$ cat src/rtl/uart_tx_buffered.sv
// Buffered 8N1/8N2 UART transmitter: a circular FIFO feeds a start/data/stop
// serializer paced by a 16x baud tick, with FIFO and line status outputs.
module uart_tx_buffered #(
  parameter int DEPTH     = 16,
  parameter int STOP_BITS = 1
) (
  input  logic                     clk,
  input  logic                     rst,
  input  logic                     baud_x16_tick,
  input  logic                     tx_valid,
  output logic                     tx_ready,
  input  logic [7:0]               tx_data,
  output logic                     uart_tx,
  output logic                     tx_busy,
  output logic                     tx_fifo_full,
  output logic                     tx_fifo_empty,
  output logic [$clog2(DEPTH):0]   tx_fifo_count
);

  localparam int AW = $clog2(DEPTH);
  localparam logic [AW:0] FULL_COUNT = (AW + 1)'(DEPTH);

  typedef enum logic [1:0] {
    IDLE,
    START,
    DATA,
    STOP
  } state_t;

  logic [7:0]    mem [DEPTH];
  logic [AW-1:0] wr_ptr;
  logic [AW-1:0] rd_ptr;
  logic [AW:0]   count;

  state_t        state;
  state_t        state_nxt;
  logic [7:0]    shift_q;
  logic [7:0]    shift_nxt;
  logic [3:0]    tick_cnt;
  logic [3:0]    tick_nxt;
  logic [2:0]    bit_idx;
  logic [2:0]    bit_nxt;
  logic          stop_cnt;
  logic          stop_nxt;
  logic          tx_nxt;

  logic          push;
  logic          pop;
  logic          bit_end;

  assign tx_fifo_full  = (count == FULL_COUNT);
  assign tx_fifo_empty = (count == '0);
  assign tx_fifo_count = count;
  assign tx_ready      = !tx_fifo_full;
  assign tx_busy       = (state != IDLE) || !tx_fifo_empty;

  assign push    = tx_valid && tx_ready;
  assign pop     = (state == IDLE) && !tx_fifo_empty;
  assign bit_end = baud_x16_tick && (tick_cnt == 4'd15);

  // Storage is not reset; clearing the pointers and count discards contents.
  always_ff @(posedge clk) begin
    if (push) begin
      mem[wr_ptr] <= tx_data;
    end
  end

  always_ff @(posedge clk) begin
    if (rst) begin
      wr_ptr <= '0;
      rd_ptr <= '0;
      count  <= '0;
    end else begin
      if (push) wr_ptr <= wr_ptr + 1'b1;
      if (pop)  rd_ptr <= rd_ptr + 1'b1;
      case ({push, pop})
        2'b10:   count <= count + 1'b1;
        2'b01:   count <= count - 1'b1;
        default: count <= count;
      endcase
    end
  end

  always_comb begin
    state_nxt = state;
    shift_nxt = shift_q;
    tick_nxt  = tick_cnt;
    bit_nxt   = bit_idx;
    stop_nxt  = stop_cnt;
    tx_nxt    = 1'b1;

    if ((state != IDLE) && baud_x16_tick) begin
      tick_nxt = tick_cnt + 4'd1;
    end

    case (state)
      IDLE: begin
        if (pop) begin
          shift_nxt = mem[rd_ptr];
          tick_nxt  = 4'd0;
          bit_nxt   = 3'd0;
          stop_nxt  = 1'b0;
          state_nxt = START;
        end
      end
      START: begin
        if (bit_end) state_nxt = DATA;
      end
      DATA: begin
        if (bit_end) begin
          shift_nxt = {1'b0, shift_q[7:1]};
          bit_nxt   = bit_idx + 3'd1;
          if (bit_idx == 3'd7) begin
            stop_nxt  = 1'b0;
            state_nxt = STOP;
          end
        end
      end
      STOP: begin
        // A second stop bit is one more 16-tick period before going idle.
        if (bit_end) begin
          if ((STOP_BITS == 2) && !stop_cnt) begin
            stop_nxt = 1'b1;
          end else begin
            state_nxt = IDLE;
          end
        end
      end
      default: state_nxt = IDLE;
    endcase

    // The line level is decoded from the next state so uart_tx is a clean flop.
    case (state_nxt)
      START:   tx_nxt = 1'b0;
      DATA:    tx_nxt = shift_nxt[0];
      default: tx_nxt = 1'b1;
    endcase
  end

  always_ff @(posedge clk) begin
    if (rst) begin
      state    <= IDLE;
      shift_q  <= 8'd0;
      tick_cnt <= 4'd0;
      bit_idx  <= 3'd0;
      stop_cnt <= 1'b0;
      uart_tx  <= 1'b1;
    end else begin
      state    <= state_nxt;
      shift_q  <= shift_nxt;
      tick_cnt <= tick_nxt;
      bit_idx  <= bit_nxt;
      stop_cnt <= stop_nxt;
      uart_tx  <= tx_nxt;
    end
  end

endmodule
$ cat config.mk
export PLATFORM = sky130hd
export DESIGN_NAME = uart_tx_buffered
export DESIGN_NICKNAME = d
export VERILOG_FILES = /design/src/rtl/uart_tx_buffered.sv
export SDC_FILE = /design/constraint.sdc
export NUM_CORES = 1
export LEC_CHECK = 0
export BUFFER_PORTS_ARGS = -buffer_cell sky130_fd_sc_hd__buf_2
export CELL_PAD_IN_SITES_DETAIL_PLACEMENT = 2
export CELL_PAD_IN_SITES_GLOBAL_PLACEMENT = 2
export CORE_UTILIZATION = 30
export DETAILED_ROUTE_END_ITERATION = 8
export MAX_ROUTING_LAYER = met4
export PLACE_DENSITY = 0.53
export SYNTH_ARGS = -nofsm -noshare
export SYNTH_HDL_FRONTEND = slang
export SYNTH_SLANG_ARGS = --single-unit
$ cat constraint.sdc
create_clock -name clk -period 3.4 [get_ports clk]
set_input_delay 0.68 -clock clk [delete_from_list [all_inputs] [get_ports clk]]
set_output_delay 0.68 -clock clk [all_outputs]
set_load 0.005 [all_outputs]
==> flow_summary_export.csv <==
group,metric,value,unit
routing,wire_per_inst,20.5,microns
critical_path,crit_chain,"nor2_2 > a21boi_4 > ha_1 > xor2_1 > ha_1 > inv_1 > o21ai_0 > a21o_1 > a221oi_1 > mux2_2",
synthesis,synth_fp_nets,442,
clock_tree,cts_root_buf,"clkbuf_16",
pwr,total_power,5.79,mW
synthesis,synth_cells,418,
clock_tree,cts_hold_buf,0,
synthesis,synth_compound_area_frac,0.0587,
clock_tree,cts_tree,"built",
timing,period_share,0.897,
critical_path,crit_type,"register to register",
cells_and_area,regArea,4550,sq um
synthesis,synth-edff-count,128,
critical_path,rr_worst_depth,10,
timing,hold_violations,0,
synthesis,synthMuxAreaShare,0.138,
routing,vias,3638,
clock_tree,clock-sinks,163,
cells_and_area,drive_gt1_frac,0.254,
synthesis,synthFlopType,"edfxtp_1",
hold_path,min_to,"bit_idx[2]",
place,pre_cts_slack,0.329,ns
grt,grt_pass1_wl,24.0,mm
hold_path,worstHoldStart,"bit_idx[2]",
timing,max_freq,328,MHz
grt,antenna_found_initial,0,
timing,maxSlewHeadroom,0.383,
routing,drtAntennaViolNets,0,
timing,finalSetupTns,0,ns
cells_and_area,fill_cells,2176,
synthesis,ys_async_sr_fraction,0,
synthesis,yosys.area_share.simple,0.0608,
clock_tree,cts_buffer_depth,2,
synthesis,ys_seq_area_frac,0.680,
hold_path,hold_class,"register to register",
hold_path,min_path_cells,2,
timing,slew_viol_final,0,
critical_path,worst_path_most_repeated_cell,"ha_1",
pwr,ir_drop,0.353,mV
die,core_area,21800,sq um
place,io_buffers,21,
routing,avgViaCountPerCell,4.86,
grt,grt_usage,0.153,
grt,grt_pass1_vias,4130,
timing,worstMarginPinSlew,0.924,ns
critical_path,crit_slowest_cell,"a21boi_4",
timing,fin_ws,0.351,ns
synthesis,synth_area,6690,sq um
cells_and_area,fin_util,0.357,
synthesis,synth_xor_area_frac,0.0144,
die,initial_core_util,0.306,
routing,dr.pass1.iters,4,
routing,drcViolationCount,0,
cells_and_area,antenna_cells,0,
clock_tree,clk_pin_slew,0.07,ns
critical_path,crit_fanout,10,
critical_path,regToRegEndpoint,"tx_fifo_count[4]",
grt,overflow,0,
place,gp_congestion,0.751,
clock_tree,htreeDepth,4,
synthesis,synth_warnings,0,
synthesis,synth_area_per_cell,16.0,sq um
timing,clock_skew,0.00875,ns
synthesis,synth.distinct_cells,43,
critical_path,arrival,3.37,ns
clock_tree,cts_made_buffers,17,
cells_and_area,nets,479,
cells_and_area,area_growth,16.5,%
die,die_h,151,microns
synthesis,synth_top_family_by_area,"multiplexers",
critical_path,r2r_start,"state[0]",
die,die-area,22900,sq um
die,fp.dieW,151,microns
clock_tree,cts_setup_buffers,0,
place,post-dp-hpwl,10.1,mm
critical_path,rrSetupSlack,0.35,ns
pwr,power_density,743,nW/um^2
outcome,status,"finished, final reports clean",
die,fp-row-count,54,
routing,drtIter0Drc,134,
synthesis,synth_adder_area_share,0.0225,
cells_and_area,multi_input_area,1970,sq um
timing,fin_crit,3.05,ns
timing,rsz0062_at_grt,"no",
pwr,power.leakage,2.61,nW
critical_path,required,3.72,ns
timing,setup_viol,0,
grt,grt_max_degree,36,
synthesis,ys_ff_latch,163,
critical_path,critPathLaunchType,"register",
routing,wl,15.3,mm
critical_path,slowest_delay,0.47,ns
critical_path,crit_path_end_kind,"register",
clock_tree,cts_resized,0,
job,max_cap_violations,0,
die,io-pin-count,22,
clock_tree,clkLatencyLatePin,0.42,ns
[Yosys cell counts (2+ instances only)]
cell type	n	area share
a21o_1	2	0.0022
a21oi_1	16	0.012
a22oi_1	9	0.010
a311oi_1	2	0.0026
and2_1	2	0.0019
buf_2	7	0.0052
buf_4	3	0.0034
buf_6	3	0.0051
clkbuf_1	12	0.0067
dfxtp_1	35	0.10
edfxtp_1	128	0.57
ha_1	12	0.022
inv_1	10	0.0056
mux2_2	9	0.015
mux2i_1	12	0.018
mux4_2	30	0.10
nand2_1	14	0.0079
nand2b_1	4	0.0037
nand3_1	2	0.0015
nand3b_1	3	0.0034
nand4_1	3	0.0028
nor2_1	45	0.025
nor3_1	4	0.0030
o211ai_1	3	0.0034
o21ai_0	14	0.010
o22ai_1	7	0.0065
o31ai_1	2	0.0022
xnor2_1	2	0.0026
xor2_1	9	0.012
[registers in the layout, indices dropped and copies added, names as in the netlist, named ones only]
name / flops
state: 2
uart_tx: 1
tick_cnt: 4
wr_ptr: 4
bit_idx: 3
tx_fifo_count: 5
rd_ptr: 4
shift_q: 8
mem: 128
[placed cells by master, fill, tap and decap left out, types with 7 or more instances in the layout]
cell type	n
a21oi_1	16
a22oi_1	9
buf_2	21
buf_4	20
clkbuf_16	17
dfxtp_1	34
edfxtp_1	128
ha_1	12
inv_1	10
inv_6	8
mux2_2	9
mux2i_1	12
mux4_2	30
nand2_1	14
nor2_1	45
o21ai_0	14
o22ai_1	7
xor2_1	9
[metal layers]
metal	track usage	part of all wire
met3	0.0367	0.022
met1	0.187	0.45
met2	0.248	0.51
met5	-	0
met4	0.0480	0.015
[worst max-delay path: cells and delay by family, from the launching register on]
family                     cells  cell delay (ns)
muxes                          1             0.37
AOI/OAI and AO/OA              4             1.06
DFF                            1             0.39
buffers and inverters          1             0.06
adders and majority gates      2             0.69
xor gates and xnor gates       1             0.13
and+or+nand+nor                1             0.24
[power breakdown]
part	switching (mW)	total, mW	internal, mW
registers	0.151	2.45	2.30
logic	0.753	1.38	0.625
clock network	0.850	1.96	1.11
[logic make-up after synthesis]
group,after synthesis
DFF,163
and+or+nand+nor,84
AOI/OAI and AO/OA,61
muxes,52
buffers and inverters,35
adders and majority gates,12
xor gates and xnor gates,11
[per-stage QoR]
step	hold WS [ns]	std cells	cell area, sq um
global placement	0.449	716	7200
floorplan	0.436	418	6690
global route	0.501	748	7790
CTS	0.467	748	7790
detailed placement	0.459	716	7200
finish	0.462	748	7790
[worst max path at each step]
stage / start / end / slack (ns) / cells past startpoint
final: state[0] / tx_fifo_count[4] / 0.35 / 10
after global routing: state[0] / tx_fifo_count[4] / 0.12 / 10
after CTS: state[0] / tx_fifo_count[4] / 0.29 / 10
after detailed placement: tx_fifo_count[1] / tx_fifo_count[4] / 0.33 / 10
after global placement: tx_fifo_count[1] / tx_fifo_count[4] / 0.42 / 10
after floorplan: tx_fifo_count[1] / tx_fifo_count[4] / 0.51 / 13
[cell type report]
| class | count | area share |
|---|---|---|
| Tap cell | 280 | 0.0450 |
| Sequential cell | 163 | 0.583 |
| Timing Repair Buffer | 43 | 0.0379 |
| Clock inverter | 14 | 0.0210 |
| Inverter | 10 | 0.00482 |
| Multi-Input combinational cell | 220 | 0.253 |
| Clock buffer | 18 | 0.0551 |
Power figures use the tool's default switching activity.
